<file path="src/rtl/uart_spi_bridge_if.sv">
// rtl/uart_spi_bridge_if.sv - UART/SPI bridge signal bundle with master (bridge) and slave (environment) views
interface uart_spi_bridge_if #(
    parameter int DATA_WIDTH = 24
);
    logic [7:0]            RxData_I;
    logic                  RxValid_I;
    logic [7:0]            TxData_O;
    logic                  TxValid_O;
    logic                  TxBusy_I;
    logic                  SpiReq_O;
    logic [DATA_WIDTH-1:0] SpiData_O;
    logic [DATA_WIDTH-1:0] SpiData_I;
    logic                  SpiValid_I;
    logic                  SpiBusy_I;
    logic                  Overrun_O;
    logic                  Timeout_O;

    modport master (
        input  RxData_I, RxValid_I, TxBusy_I, SpiData_I, SpiValid_I, SpiBusy_I,
        output TxData_O, TxValid_O, SpiReq_O, SpiData_O, Overrun_O, Timeout_O
    );

    modport slave (
        output RxData_I, RxValid_I, TxBusy_I, SpiData_I, SpiValid_I, SpiBusy_I,
        input  TxData_O, TxValid_O, SpiReq_O, SpiData_O, Overrun_O, Timeout_O
    );
endinterface

</file>
<file path="src/rtl/uart_spi_bridge.sv">
// rtl/uart_spi_bridge.sv - UART byte stream to SPI word bridge; optional partial-word timeout via SPI_BRIDGE_TIMEOUT_EN
module uart_spi_bridge #(
    parameter int DATA_WIDTH     = 24,
    parameter int TIMEOUT_CYCLES = 1000000
) (
    input  logic              Clk_I,
    input  logic              RstP_I,
    uart_spi_bridge_if.master bus
);
    localparam logic [2:0] NBYTES = 3'(DATA_WIDTH / 8);

    typedef enum logic [2:0] {
        COLLECT,
        REQ,
        WAIT,
        SEND,
        GUARD
    } state_t;

    state_t                state;
    state_t                state_nxt;
    logic [DATA_WIDTH-1:0] asm_q;
    logic [DATA_WIDTH-1:0] resp_q;
    logic [DATA_WIDTH-1:0] spi_data_q;
    logic [DATA_WIDTH+7:0] asm_shift;
    logic [2:0]            rx_cnt;
    logic [2:0]            tx_cnt;
    logic [1:0]            req_cnt;
    logic                  overrun_q;
    logic                  timeout_q;
    logic                  rx_take;
    logic                  word_done;
    logic                  tx_fire;
    logic                  timeout_hit;

    // The new byte enters at the bottom; the oldest byte falls off the top.
    assign asm_shift = {asm_q, bus.RxData_I};
    assign rx_take   = (state == COLLECT) && bus.RxValid_I;
    assign word_done = rx_take && (rx_cnt + 3'd1 == NBYTES);
    assign tx_fire   = (state == SEND) && !bus.TxBusy_I;

`ifdef SPI_BRIDGE_TIMEOUT_EN
    logic [31:0] idle_cnt;

    assign timeout_hit = (state == COLLECT) && (rx_cnt != 3'd0) && !bus.RxValid_I
                         && (idle_cnt == 32'(TIMEOUT_CYCLES - 1));

    // Idle cycles since the last byte of a partially assembled word.
    always_ff @(posedge Clk_I or posedge RstP_I) begin
        if (RstP_I) begin
            idle_cnt <= '0;
        end else if ((state != COLLECT) || (rx_cnt == 3'd0) || bus.RxValid_I || timeout_hit) begin
            idle_cnt <= '0;
        end else begin
            idle_cnt <= idle_cnt + 32'd1;
        end
    end
`else
    logic unused_timeout_cfg;

    assign timeout_hit        = 1'b0;
    assign unused_timeout_cfg = ^TIMEOUT_CYCLES;
`endif

    // State register; reset drops straight back to COLLECT, which also drops SpiReq_O.
    always_ff @(posedge Clk_I or posedge RstP_I) begin
        if (RstP_I) begin
            state <= COLLECT;
        end else begin
            state <= state_nxt;
        end
    end

    // Next-state decode.
    always_comb begin
        state_nxt = state;
        case (state)
            COLLECT: if (word_done) state_nxt = REQ;
            // Hold the request at least 3 cycles so the master's 2-flop edge detector sees it.
            REQ:     if (bus.SpiBusy_I && (req_cnt == 2'd2)) state_nxt = WAIT;
            WAIT:    if (bus.SpiValid_I) state_nxt = SEND;
            SEND:    if (tx_fire) state_nxt = GUARD;
            GUARD:   state_nxt = (tx_cnt != 3'd0) ? SEND : COLLECT;
            default: state_nxt = COLLECT;
        endcase
    end

    // Outputs decoded from the state register.
    always_comb begin
        bus.SpiReq_O  = (state == REQ);
        bus.TxValid_O = tx_fire;
        bus.TxData_O  = resp_q[DATA_WIDTH-1 -: 8];
        bus.SpiData_O = spi_data_q;
        bus.Overrun_O = overrun_q;
        bus.Timeout_O = timeout_q;
    end

    // Word assembly from RX bytes, timeout discard, and SPI write word load.
    always_ff @(posedge Clk_I or posedge RstP_I) begin
        if (RstP_I) begin
            asm_q      <= '0;
            rx_cnt     <= '0;
            spi_data_q <= '0;
        end else if (rx_take) begin
            asm_q <= asm_shift[DATA_WIDTH-1:0];
            if (word_done) begin
                spi_data_q <= asm_shift[DATA_WIDTH-1:0];
                rx_cnt     <= '0;
            end else begin
                rx_cnt <= rx_cnt + 3'd1;
            end
        end else if (timeout_hit) begin
            asm_q  <= '0;
            rx_cnt <= '0;
        end
    end

    // Response capture and MSB-first byte unloading toward the UART TX.
    always_ff @(posedge Clk_I or posedge RstP_I) begin
        if (RstP_I) begin
            resp_q <= '0;
            tx_cnt <= '0;
        end else if ((state == WAIT) && bus.SpiValid_I) begin
            resp_q <= bus.SpiData_I;
            tx_cnt <= NBYTES;
        end else if (tx_fire) begin
            resp_q <= resp_q << 8;
            tx_cnt <= tx_cnt - 3'd1;
        end
    end

    // Request-length counter and the one-cycle status pulses.
    always_ff @(posedge Clk_I or posedge RstP_I) begin
        if (RstP_I) begin
            req_cnt   <= '0;
            overrun_q <= 1'b0;
            timeout_q <= 1'b0;
        end else begin
            if (state != REQ) begin
                req_cnt <= '0;
            end else if (req_cnt != 2'd2) begin
                req_cnt <= req_cnt + 2'd1;
            end
            overrun_q <= bus.RxValid_I && (state != COLLECT);
            timeout_q <= timeout_hit;
        end
    end
endmodule

</file>
<file path="src/flat_wrapper.sv">
// flat-port wrapper written by rule: the top's interface ports become plain ports
module uart_spi_bridge_flat 
#(
    parameter int DATA_WIDTH     = 24,
    parameter int TIMEOUT_CYCLES = 1000000
)
  (Clk_I, RstP_I, bus_RxData_I, bus_RxValid_I, bus_TxBusy_I, bus_SpiData_I, bus_SpiValid_I, bus_SpiBusy_I, bus_TxData_O, bus_TxValid_O, bus_SpiReq_O, bus_SpiData_O, bus_Overrun_O, bus_Timeout_O);
  uart_spi_bridge_if #(.DATA_WIDTH(DATA_WIDTH)) bus_i ();
  input  logic Clk_I;
  input  logic RstP_I;
  input wire logic [$bits(bus_i.RxData_I)-1:0] bus_RxData_I;
  input wire logic [$bits(bus_i.RxValid_I)-1:0] bus_RxValid_I;
  input wire logic [$bits(bus_i.TxBusy_I)-1:0] bus_TxBusy_I;
  input wire logic [$bits(bus_i.SpiData_I)-1:0] bus_SpiData_I;
  input wire logic [$bits(bus_i.SpiValid_I)-1:0] bus_SpiValid_I;
  input wire logic [$bits(bus_i.SpiBusy_I)-1:0] bus_SpiBusy_I;
  output wire logic [$bits(bus_i.TxData_O)-1:0] bus_TxData_O;
  output wire logic [$bits(bus_i.TxValid_O)-1:0] bus_TxValid_O;
  output wire logic [$bits(bus_i.SpiReq_O)-1:0] bus_SpiReq_O;
  output wire logic [$bits(bus_i.SpiData_O)-1:0] bus_SpiData_O;
  output wire logic [$bits(bus_i.Overrun_O)-1:0] bus_Overrun_O;
  output wire logic [$bits(bus_i.Timeout_O)-1:0] bus_Timeout_O;
  assign bus_i.RxData_I = bus_RxData_I;
  assign bus_i.RxValid_I = bus_RxValid_I;
  assign bus_i.TxBusy_I = bus_TxBusy_I;
  assign bus_i.SpiData_I = bus_SpiData_I;
  assign bus_i.SpiValid_I = bus_SpiValid_I;
  assign bus_i.SpiBusy_I = bus_SpiBusy_I;
  assign bus_TxData_O = bus_i.TxData_O;
  assign bus_TxValid_O = bus_i.TxValid_O;
  assign bus_SpiReq_O = bus_i.SpiReq_O;
  assign bus_SpiData_O = bus_i.SpiData_O;
  assign bus_Overrun_O = bus_i.Overrun_O;
  assign bus_Timeout_O = bus_i.Timeout_O;
  uart_spi_bridge #(.DATA_WIDTH(DATA_WIDTH), .TIMEOUT_CYCLES(TIMEOUT_CYCLES)) u_core (.Clk_I(Clk_I), .RstP_I(RstP_I), .bus(bus_i));
endmodule
</file>
<file path="config.mk">
export PLATFORM = sky130hd
export DESIGN_NAME = uart_spi_bridge_flat
export DESIGN_NICKNAME = d
export VERILOG_FILES = /design/src/rtl/uart_spi_bridge_if.sv /design/src/rtl/uart_spi_bridge.sv /design/src/flat_wrapper.sv
export SDC_FILE = /design/constraint.sdc
export NUM_CORES = 1
export LEC_CHECK = 0
export CAP_MARGIN = 20
export CORE_MARGIN = 2
export CORE_UTILIZATION = 50
export DETAILED_ROUTE_END_ITERATION = 12
export GPL_TIMING_DRIVEN = 0
export HOLD_SLACK_MARGIN = 0.1
export MAX_ROUTING_LAYER = met4
export PLACE_DENSITY = 0.78
export SKIP_CTS_REPAIR_TIMING = 1
export SYNTH_ARGS = -nofsm -noshare
export SYNTH_HDL_FRONTEND = slang
export SYNTH_SLANG_ARGS = --single-unit
</file>
<file path="constraint.sdc">
create_clock -name Clk_I -period 5.8 [get_ports Clk_I]
set_input_delay 0.58 -clock Clk_I [delete_from_list [all_inputs] [get_ports Clk_I]]
set_output_delay 0.58 -clock Clk_I [all_outputs]
set_load 0.05 [all_outputs]
</file>
==> results.sh <==
export IMPL_ys_flop_type="dfrtp_1"
export IMPL_timing_rr_end="u_core.bus.SpiData_O[6]$_DFFE_PP0P_"
export IMPL_routed_wl_mm=6.51
export IMPL_clock_path_buffers=2
export IMPL_arrival_ps=2460
export IMPL_fp_dieW_um=86.1
export IMPL_core_sq_um=6420
export IMPL_die_y_um=86.1
export IMPL_status="finished clean"
export IMPL_period_share=0.523
export IMPL_die_area_sq_um=7420
export IMPL_synth_top_family_by_area="multiplexers"
export IMPL_synth_xor_area_frac=0.0130
export IMPL_ys_types=37
export IMPL_drt_iter0_markers=118
export IMPL_leakagePower_nw=2.06
export IMPL_syn_inst=269
export IMPL_wl_per_cell_um=15.0
export IMPL_placed_cells=419
export IMPL_area_growth_pct=31.1
export IMPL_timing_rr_start="u_core.rx_cnt[1]$_DFFE_PP0P_"
export IMPL_gr_total_overflow=0
export IMPL_pre_cts_ws_ps=2780
export IMPL_grt_use_total=0.197
export IMPL_tightest_slew_ps=529
export IMPL_synth_area_sq_um=3370
export IMPL_mostFrequentLayoutCells="76 x dfrtp_1, 72 x clkdlybuf4s50_1, 29 x nand2_1"
export IMPL_routed_via_density=5.07
export IMPL_grt_max_degree=72
export IMPL_fin_ws_ps=2760
export IMPL_cp_start_kind="primary input"
export IMPL_total_power_mw=2.56
export IMPL_hpwl_mm=4.43
export IMPL_cts_made_buffers=9
export IMPL_cp_end_kind="primary output"
export IMPL_synth_mux_area_frac=0.185
export IMPL_diodes=0
export IMPL_ios=74
export IMPL_peakVddDrop_uv=315
export IMPL_grt_pass1_vias=2233
export IMPL_fin_skew_ps=11.6
export IMPL_globalplace_congestion=0.788
export IMPL_postRouteAntennaNets=0
export IMPL_setup_viol=0
export IMPL_yosys_warnings=0
export IMPL_cts_htree_levels=3
export IMPL_port_buffers=72
export IMPL_async_flop_share=1.00
export IMPL_hp_class="primary input to async pin"
export IMPL_nets=396
export IMPL_synth_fa_ha_area_frac=0.0185
export IMPL_slew_headroom=0.646
export IMPL_syn_area_per_cell_sq_um=12.5
export IMPL_cap_viol_max_count=0
export IMPL_seq_area_frac_synth=0.564
export IMPL_crit_required_ps=5220
export IMPL_period_minus_slack_ps=3040
export IMPL_p_per_area_nw_per_um2=578
export IMPL_drt_pass1_iterations=4
export IMPL_cts_tree="yes"
export IMPL_fin_tns_setup_ps=0
export IMPL_cts_sinks=76
export IMPL_path_clk_slew_ps=70
export IMPL_drv_slew=0
export IMPL_clock_latency_ps=350
export IMPL_grt_pass1_wl_mm=10.9
export IMPL_rows=29
export IMPL_fmax_ghz=0.329
export IMPL_r2r_cells=5
export IMPL_rrSetupSlack_ps=4010
export IMPL_mappedNetlistNets=312
export IMPL_layout_cells_non_filler=435
export IMPL_synth_edf_count=0
export IMPL_crit_type="primary input to primary output"
export IMPL_floorplan_initialDensity=0.525
export IMPL_layout_commonest_cell="dfrtp_1"
export IMPL_root_buffer="clkbuf_8"
export IMPL_rsz0062_at_grt="no"
export IMPL_drc=0
export IMPL_vias=2207
export IMPL_antenna_found_initial=0
export IMPL_synth_compound_area_frac=0.0708
export IMPL_drive_gt1_frac=0.237
export IMPL_worst_path_max_fanout=10
export IMPL_ys_ff_latch=76
export IMPL_synthSimpleGateAreaFrac=0.0805
export IMPL_finalHoldViolCount=0
where the power goes:
group          switching (mW)  internal [mW]
Clock                   0.197          0.214
Combinational           0.697          0.543
Sequential              0.137          0.767
worst max-delay path by stage:
stage,endpoint,slack (ps),depth (start not counted),start
2_1_floorplan,u_core.asm_q[0]$_DFFE_PP0P_,3280,1,RstP_I
3_3_place_gp,u_core.resp_q[16]$_DFFE_PP0P_,2080,2,RstP_I
3_5_place_dp,bus_TxValid_O,2780,5,bus_TxBusy_I
4_1_cts,bus_TxValid_O,2760,6,u_core.state[1]$_DFFE_PP0P_
5_1_grt,bus_TxValid_O,2630,6,u_core.state[1]$_DFFE_PP0P_
6_report,bus_TxValid_O,2760,5,bus_TxBusy_I
Yosys cell counts, types with 2 or more instances:
cell	count	share of area
xnor2_1	3	0.0078
ha_1	5	0.019
mux2_2	22	0.073
nand2_1	29	0.032
inv_1	17	0.019
o21ai_0	25	0.037
mux2_4	19	0.085
dfrtp_1	76	0.56
buf_6	4	0.013
a22oi_1	8	0.018
or2_1	2	0.0037
buf_2	8	0.012
a21oi_1	3	0.0044
buf_4	9	0.020
clkbuf_1	2	0.0022
mux2i_1	9	0.027
xor2_1	2	0.0052
nor2_1	6	0.0067
o22ai_1	2	0.0037
area by class of cell:
cell class	instances	area (sq um)
fillers	470	2000
flip-flops and latches	76	1900
multi-input cells	152	1240
repair buffers	73	748
plain buffers	23	160
clock buffers	12	145
well taps	77	96.3
inverters	18	70.1
clock inverters	4	56.3
per-layer routing:
layer | part of all wire | track usage
met1 | 0.47 | 0.265
met4 | 0.0074 | 0.0563
met2 | 0.49 | 0.302
met3 | 0.033 | 0.0433
met5 | 0 | -
metrics by stage:
step                cell area [sq um]  utilization  hold WS (ps)
floorplan                        3370            -           440
global placement                 4190        0.652           455
detailed placement               4220        0.657           472
CTS                              4420        0.688           459
global route                     4420        0.688           462
finish                           4420        0.688           468
registers in the layout, indices dropped and copies added, names as in the netlist:
signal,cells
u_core.rx_cnt,3
u_core.resp_q,24
u_core.state,3
u_core.req_cnt,2
u_core.bus.Overrun_O,1
u_core.asm_q,16
u_core.tx_cnt,3
u_core.bus.SpiData_O,24
critical path: stages:
cell and delay [ps]:
clkdlybuf4s50_1 420, nand3b_4 240, inv_2 120, buf_2 240, clkdlybuf4s50_1 840
kinds of logic (layout without fill, tap and decap cells):
group | count (synthesis) | in the layout
AO/OA/AOI/OAI | 41 | 41
XOR/XNOR | 5 | 5
adder cells (fa/ha/maj) | 5 | 5
buffers and inverters | 41 | 130
flip-flops | 76 | 76
multiplexers | 50 | 50
other | 1 | 1
AND/OR/NAND/NOR | 50 | 50
Note: power is estimated with default switching activity, not from simulation.
